<file path="config.mk">
export PLATFORM = sky130hd
export DESIGN_NAME = bus_arbiter_flat
export DESIGN_NICKNAME = d
export VERILOG_FILES = /design/src/rtl/bus_arbiter_if.sv /design/src/rtl/bus_arbiter.sv /design/src/flat_wrapper.sv
export SDC_FILE = /design/constraint.sdc
export NUM_CORES = 1
export LEC_CHECK = 0
export CAP_MARGIN = 40
export CORE_ASPECT_RATIO = 1.2
export CORE_MARGIN = 2
export CORE_UTILIZATION = 49
export CTS_BUF_LIST = sky130_fd_sc_hd__clkbuf_16
export CTS_CLUSTER_DIAMETER = 40
export DETAILED_ROUTE_END_ITERATION = 10
export PLACE_DENSITY = 0.85
export SYNTH_ARGS = -nofsm -noshare
export SYNTH_HDL_FRONTEND = slang
export SYNTH_SLANG_ARGS = --single-unit
</file>
<file path="constraint.sdc">
create_clock -name CLK -period 3.65 [get_ports CLK]
set_input_delay 0.9125 -clock CLK [delete_from_list [all_inputs] [get_ports CLK]]
set_output_delay 0.9125 -clock CLK [all_outputs]
set_load 0.1 [all_outputs]
</file>
<file path="src/rtl/bus_arbiter_if.sv">
// bus_arbiter_if: request/grant bundle between bus masters and bus_arbiter.
// The URGENT/URGENT_ID signals exist only when BUS_ARB_URGENT_EN is defined.
interface bus_arbiter_if #(parameter int CNT_W = 5);
  logic [7:0]       REQ;
  logic [7:0]       GNT;
  logic [2:0]       SEL;
  logic             BUS_VALID;
  logic [CNT_W-1:0] HOLD_CNT;
`ifdef BUS_ARB_URGENT_EN
  logic             URGENT;
  logic [2:0]       URGENT_ID;
  modport master (output REQ, URGENT, URGENT_ID, input GNT, SEL, BUS_VALID, HOLD_CNT);
  modport slave  (input REQ, URGENT, URGENT_ID, output GNT, SEL, BUS_VALID, HOLD_CNT);
`else
  modport master (output REQ, input GNT, SEL, BUS_VALID, HOLD_CNT);
  modport slave  (input REQ, output GNT, SEL, BUS_VALID, HOLD_CNT);
`endif
endinterface

</file>
<file path="src/rtl/bus_arbiter.sv">
// bus_arbiter: 8-master round-robin arbiter with tenure limit and bubble-free handover.
// Optional BUS_ARB_URGENT_EN adds URGENT/URGENT_ID preemption.
module bus_arbiter #(
  parameter int N_REQ    = 8,
  parameter int MAX_HOLD = 16,
  parameter int CNT_W    = 5
) (
  input logic CLK,
  input logic RST,
  bus_arbiter_if.slave bus
);
  typedef enum logic {IDLE, OWNED} state_t;
  state_t           state_q, state_d;
  logic [N_REQ-1:0] gnt_q, gnt_d;
  logic [2:0]       sel_q, sel_d, last_q, last_d, win, pick;
  logic             valid_q, valid_d, expired, sat, take;
  logic [CNT_W-1:0] hold_q, hold_d;
  // Scanning from offset 8 down to 1 leaves the nearest requester after LAST; the owner itself comes last.
  always_comb begin
    win = last_q;
    for (int i = 8; i >= 1; i--)
      win = bus.REQ[3'(last_q + 3'(i))] ? 3'(last_q + 3'(i)) : win;
  end
  assign expired = (MAX_HOLD != 0) && (hold_q == CNT_W'(MAX_HOLD - 1));
  assign sat     = (MAX_HOLD != 0) ? (hold_q == CNT_W'(MAX_HOLD)) : &hold_q;
`ifdef BUS_ARB_URGENT_EN
  logic urg;
  assign urg  = bus.URGENT && bus.REQ[bus.URGENT_ID];
  assign pick = urg ? bus.URGENT_ID : win;
  assign take = urg || state_q == IDLE || !bus.REQ[sel_q] || expired;
`else
  assign pick = win;
  assign take = state_q == IDLE || !bus.REQ[sel_q] || expired;
`endif
  always_comb begin
    state_d = state_q;
    gnt_d   = gnt_q;
    sel_d   = sel_q;
    valid_d = valid_q;
    last_d  = last_q;
    hold_d  = (state_q == OWNED && !sat) ? hold_q + 1'b1 : hold_q;
    if (take && |bus.REQ) begin
      state_d = OWNED;
      gnt_d   = N_REQ'(1) << pick;
      sel_d   = pick;
      valid_d = 1'b1;
      last_d  = pick;
      hold_d  = '0;
    end else if (take) begin
      state_d = IDLE;
      gnt_d   = '0;
      valid_d = 1'b0;
      hold_d  = '0;
    end
  end
  always_ff @(posedge CLK or posedge RST) begin
    if (RST) begin
      state_q <= IDLE;
      gnt_q   <= '0;
      sel_q   <= '0;
      valid_q <= 1'b0;
      last_q  <= 3'd7;
      hold_q  <= '0;
    end else begin
      state_q <= state_d;
      gnt_q   <= gnt_d;
      sel_q   <= sel_d;
      valid_q <= valid_d;
      last_q  <= last_d;
      hold_q  <= hold_d;
    end
  end
  assign bus.GNT       = gnt_q;
  assign bus.SEL       = sel_q;
  assign bus.BUS_VALID = valid_q;
  assign bus.HOLD_CNT  = hold_q;
endmodule

</file>
<file path="src/flat_wrapper.sv">
// flat-port wrapper written by rule: the top's interface ports become plain ports
module bus_arbiter_flat 
#(
  parameter int N_REQ    = 8,
  parameter int MAX_HOLD = 16,
  parameter int CNT_W    = 5
)
  (CLK, RST, bus_REQ, bus_GNT, bus_SEL, bus_BUS_VALID, bus_HOLD_CNT);
  bus_arbiter_if #(.CNT_W(CNT_W)) bus_i ();
  input logic CLK;
  input logic RST;
  input wire logic [$bits(bus_i.REQ)-1:0] bus_REQ;
  output wire logic [$bits(bus_i.GNT)-1:0] bus_GNT;
  output wire logic [$bits(bus_i.SEL)-1:0] bus_SEL;
  output wire logic [$bits(bus_i.BUS_VALID)-1:0] bus_BUS_VALID;
  output wire logic [$bits(bus_i.HOLD_CNT)-1:0] bus_HOLD_CNT;
  assign bus_i.REQ = bus_REQ;
  assign bus_GNT = bus_i.GNT;
  assign bus_SEL = bus_i.SEL;
  assign bus_BUS_VALID = bus_i.BUS_VALID;
  assign bus_HOLD_CNT = bus_i.HOLD_CNT;
  bus_arbiter #(.N_REQ(N_REQ), .MAX_HOLD(MAX_HOLD), .CNT_W(CNT_W)) u_core (.CLK(CLK), .RST(RST), .bus(bus_i));
endmodule
</file>
==> impl_metrics.json <==
{
  "n_antenna_cell": 0,
  "slowest_delay_ns": 0.57,
  "yosys_warnings": 0,
  "worst_setup_path_start_kind": "primary input",
  "path_max_fanout": 8,
  "grt_pass1_wl_um": 8160,
  "syn_avg_cell_area_sq_um": 10.2,
  "synth_area_sq_um": 1770,
  "slew_viol_final": 0,
  "pre_cts_ws_ns": -0.0211,
  "ctsHoldBuffers": 0,
  "tritoncts": "done",
  "crit_top_cell": "a221o_1",
  "wire_per_inst_um": 18.1,
  "layout-drive-gt1-share": 0.305,
  "drc": 2,
  "synth_cells": 174,
  "postLayoutSetupSlackWorst_ns": 0.231,
  "relSlewSlack": 0.509,
  "max_cap_violations": 0,
  "synth_top_area_cell": "dfrtp_1",
  "synth_top_flop_cell": "dfrtp_1",
  "track_usage": 0.253,
  "finalSetupViolCount": 0,
  "finalHoldViolations": 0,
  "timing.final.crit_share": 0.937,
  "period_minus_slack_ns": 3.42,
  "portBuffers": 26,
  "cts_buffer_depth": 2,
  "synth_nets": 189,
  "synth_cell_types": 46,
  "die-area_sq_um": 4110,
  "cts_buffers": 3,
  "slowest_stage": "mux4_2",
  "required_ns": 3.79,
  "synth-simple-area-share": 0.131,
  "synthArstFlopShare": 1.00,
  "io_pins": 27,
  "clkLatencyLatePin_ns": 0.25,
  "clock-root-buffer": "clkbuf_16",
  "cts_setup_buffers": 0,
  "yosysTopAreaCellShare": 0.240,
  "clkTransAtPathRegs_ns": 0.05,
  "row_count": 23,
  "synthTopCellsByCount": "17 x dfrtp_1, 13 x mux2i_1, 12 x mux4_2, 12 x nor2_1, 11 x inv_1",
  "yosysSeqAreaShare": 0.285,
  "synthXorXnorAreaFrac": 0.0297,
  "routed_via_density": 6.51,
  "crit_path_end_kind": "register",
  "grt_max_degree": 21,
  "tightest_slew_ns": 0.735,
  "synth_top_family_by_area": "multiplexers",
  "synthMuxAreaShare": 0.279,
  "crit_chain": "clkdlybuf4s50_1, mux4_2, buf_4, mux2i_1, nand2_1, a221o_1, a221o_1, a32o_1",
  "syn_to_final_growth_pct": 35.0,
  "grt_pass1_vias": 1768,
  "outcome": "finished, violations left",
  "via_count": 1713,
  "nets": 242,
  "hpwl_um": 3830,
  "violations": "design-rule violations",
  "htree_levels": 1,
  "grt_remaining_overflow": 0,
  "initial_utilization": 0.521,
  "grt_setup_unrepaired": "false",
  "core-area_sq_um": 3400,
  "wl_um": 4760,
  "synth_edf_count": 0,
  "fmax_ghz": 0.292,
  "fp.dieW_um": 58.9,
  "clock_sinks": 20,
  "place.gp.congestion": 0.906,
  "cp.arrival_ns": 3.55,
  "synth_area_leaders": "dfrtp_1 24%, mux4_2 15%, mux2i_1 7.3%",
  "ys_ff_latch": 20,
  "skew_ns": 0.00163,
  "synth_compound_area_frac": 0.188,
  "drtPass1Iterations": 7,
  "yosysMostFrequentCell": "dfrtp_1",
  "ant_nets": 0,
  "first_iter_violations": 62,
  "cts-resized-gates": 0,
  "critPathKind": "primary input to register",
  "min_path_type": "register to register",
  "die_y_um": 69.8,
  "antenna_found_initial": 0,
  "yosys.area_share.adder": 0.0353
}
==> state kept, by name (all words and copies together), names as in the netlist <==
signal / count
u_core.bus.GNT: 8
u_core.bus.HOLD_CNT: 5
u_core.bus.SEL: 3
u_core.last_q: 3
u_core.state_q: 1
==> worst max-delay path, delay by kind of cell <==
family                 cells  cell delay, ns
muxes                      2            0.82
and+or+nand+nor            1            0.09
AOI/OAI and AO/OA          3            1.02
buffers and inverters      2            0.71
==> area by class of cell <==
| type | count | area (sq um) |
|---|---|---|
| multi-input combinational | 132 | 1170 |
| sequential | 20 | 504 |
| timing repair buffer | 59 | 546 |
| fill | 255 | 1010 |
| clock buffer | 3 | 75.1 |
| tap | 37 | 46.3 |
| inverter | 11 | 41.3 |
| clock inverter | 1 | 3.75 |
==> layer usage <==
metal | vias up | track usage | wire length [um]
li1 | 778 | - | -
met1 | 825 | 0.292 | 1720
met2 | 94 | 0.442 | 2580
met3 | 16 | 0.0131 | 265
met4 | 0 | 0.157 | 199
met5 | - | 0 | 0
==> kinds of logic after synthesis <==
kind of cell / count (synthesis)
and+or+nand+nor: 45
AOI/OAI and AO/OA: 43
muxes: 33
buffers and inverters: 22
DFF: 20
xor gates and xnor gates: 6
adders and majority gates: 5
==> placed cells by master (no fill, tap or decap), drive strengths merged, types with 7 or more instances in the layout <==
| cell | Yosys | layout |
|---|---|---|
| inv | 11 | 11 |
| a21oi | 7 | 7 |
| nor2 | 12 | 12 |
| buf | 3 | 42 |
| mux4 | 12 | 12 |
| mux2i | 13 | 13 |
| nand2 | 10 | 10 |
| o31ai | 7 | 7 |
| clkdlybuf4s50 | 0 | 17 |
| dfrtp | 17 | 17 |
| mux2 | 8 | 8 |
==> worst paths after layout <==
path / start / endpoint / slack (ns) / depth (start not counted)
min in group asynchronous: RST / u_core.bus.HOLD_CNT[1] / 1.09 / 2
hold reg to reg: u_core.bus.GNT[4] / u_core.bus.GNT[4] / 0.49 / 2
setup / recovery: bus_REQ[0] / u_core.bus.GNT[2] / 0.23 / 8
setup reg to reg: u_core.last_q[0] / u_core.bus.GNT[2] / 0.57 / 9
hold / removal: u_core.bus.GNT[4] / u_core.bus.GNT[4] / 0.49 / 2
max in group asynchronous: RST / u_core.bus.GNT[7] / 2.10 / 2
==> metrics by stage <==
stage	TNS, ns	utilization	std cells	hold slack, ns	instance area, sq um
5_1_grt	0	0.704	263	0.513	2390
2_1_floorplan	0	-	174	0.703	1770
6_report	0	0.704	263	0.492	2390
3_5_place_dp	-0.0434	0.681	259	0.486	2310
3_3_place_gp	0	0.645	251	0.466	2190
4_1_cts	0	0.704	263	0.497	2390
Power is left out: the tool's default activity adds up to more than one toggle a clock period on the data nets, which glitch-free logic cannot reach.
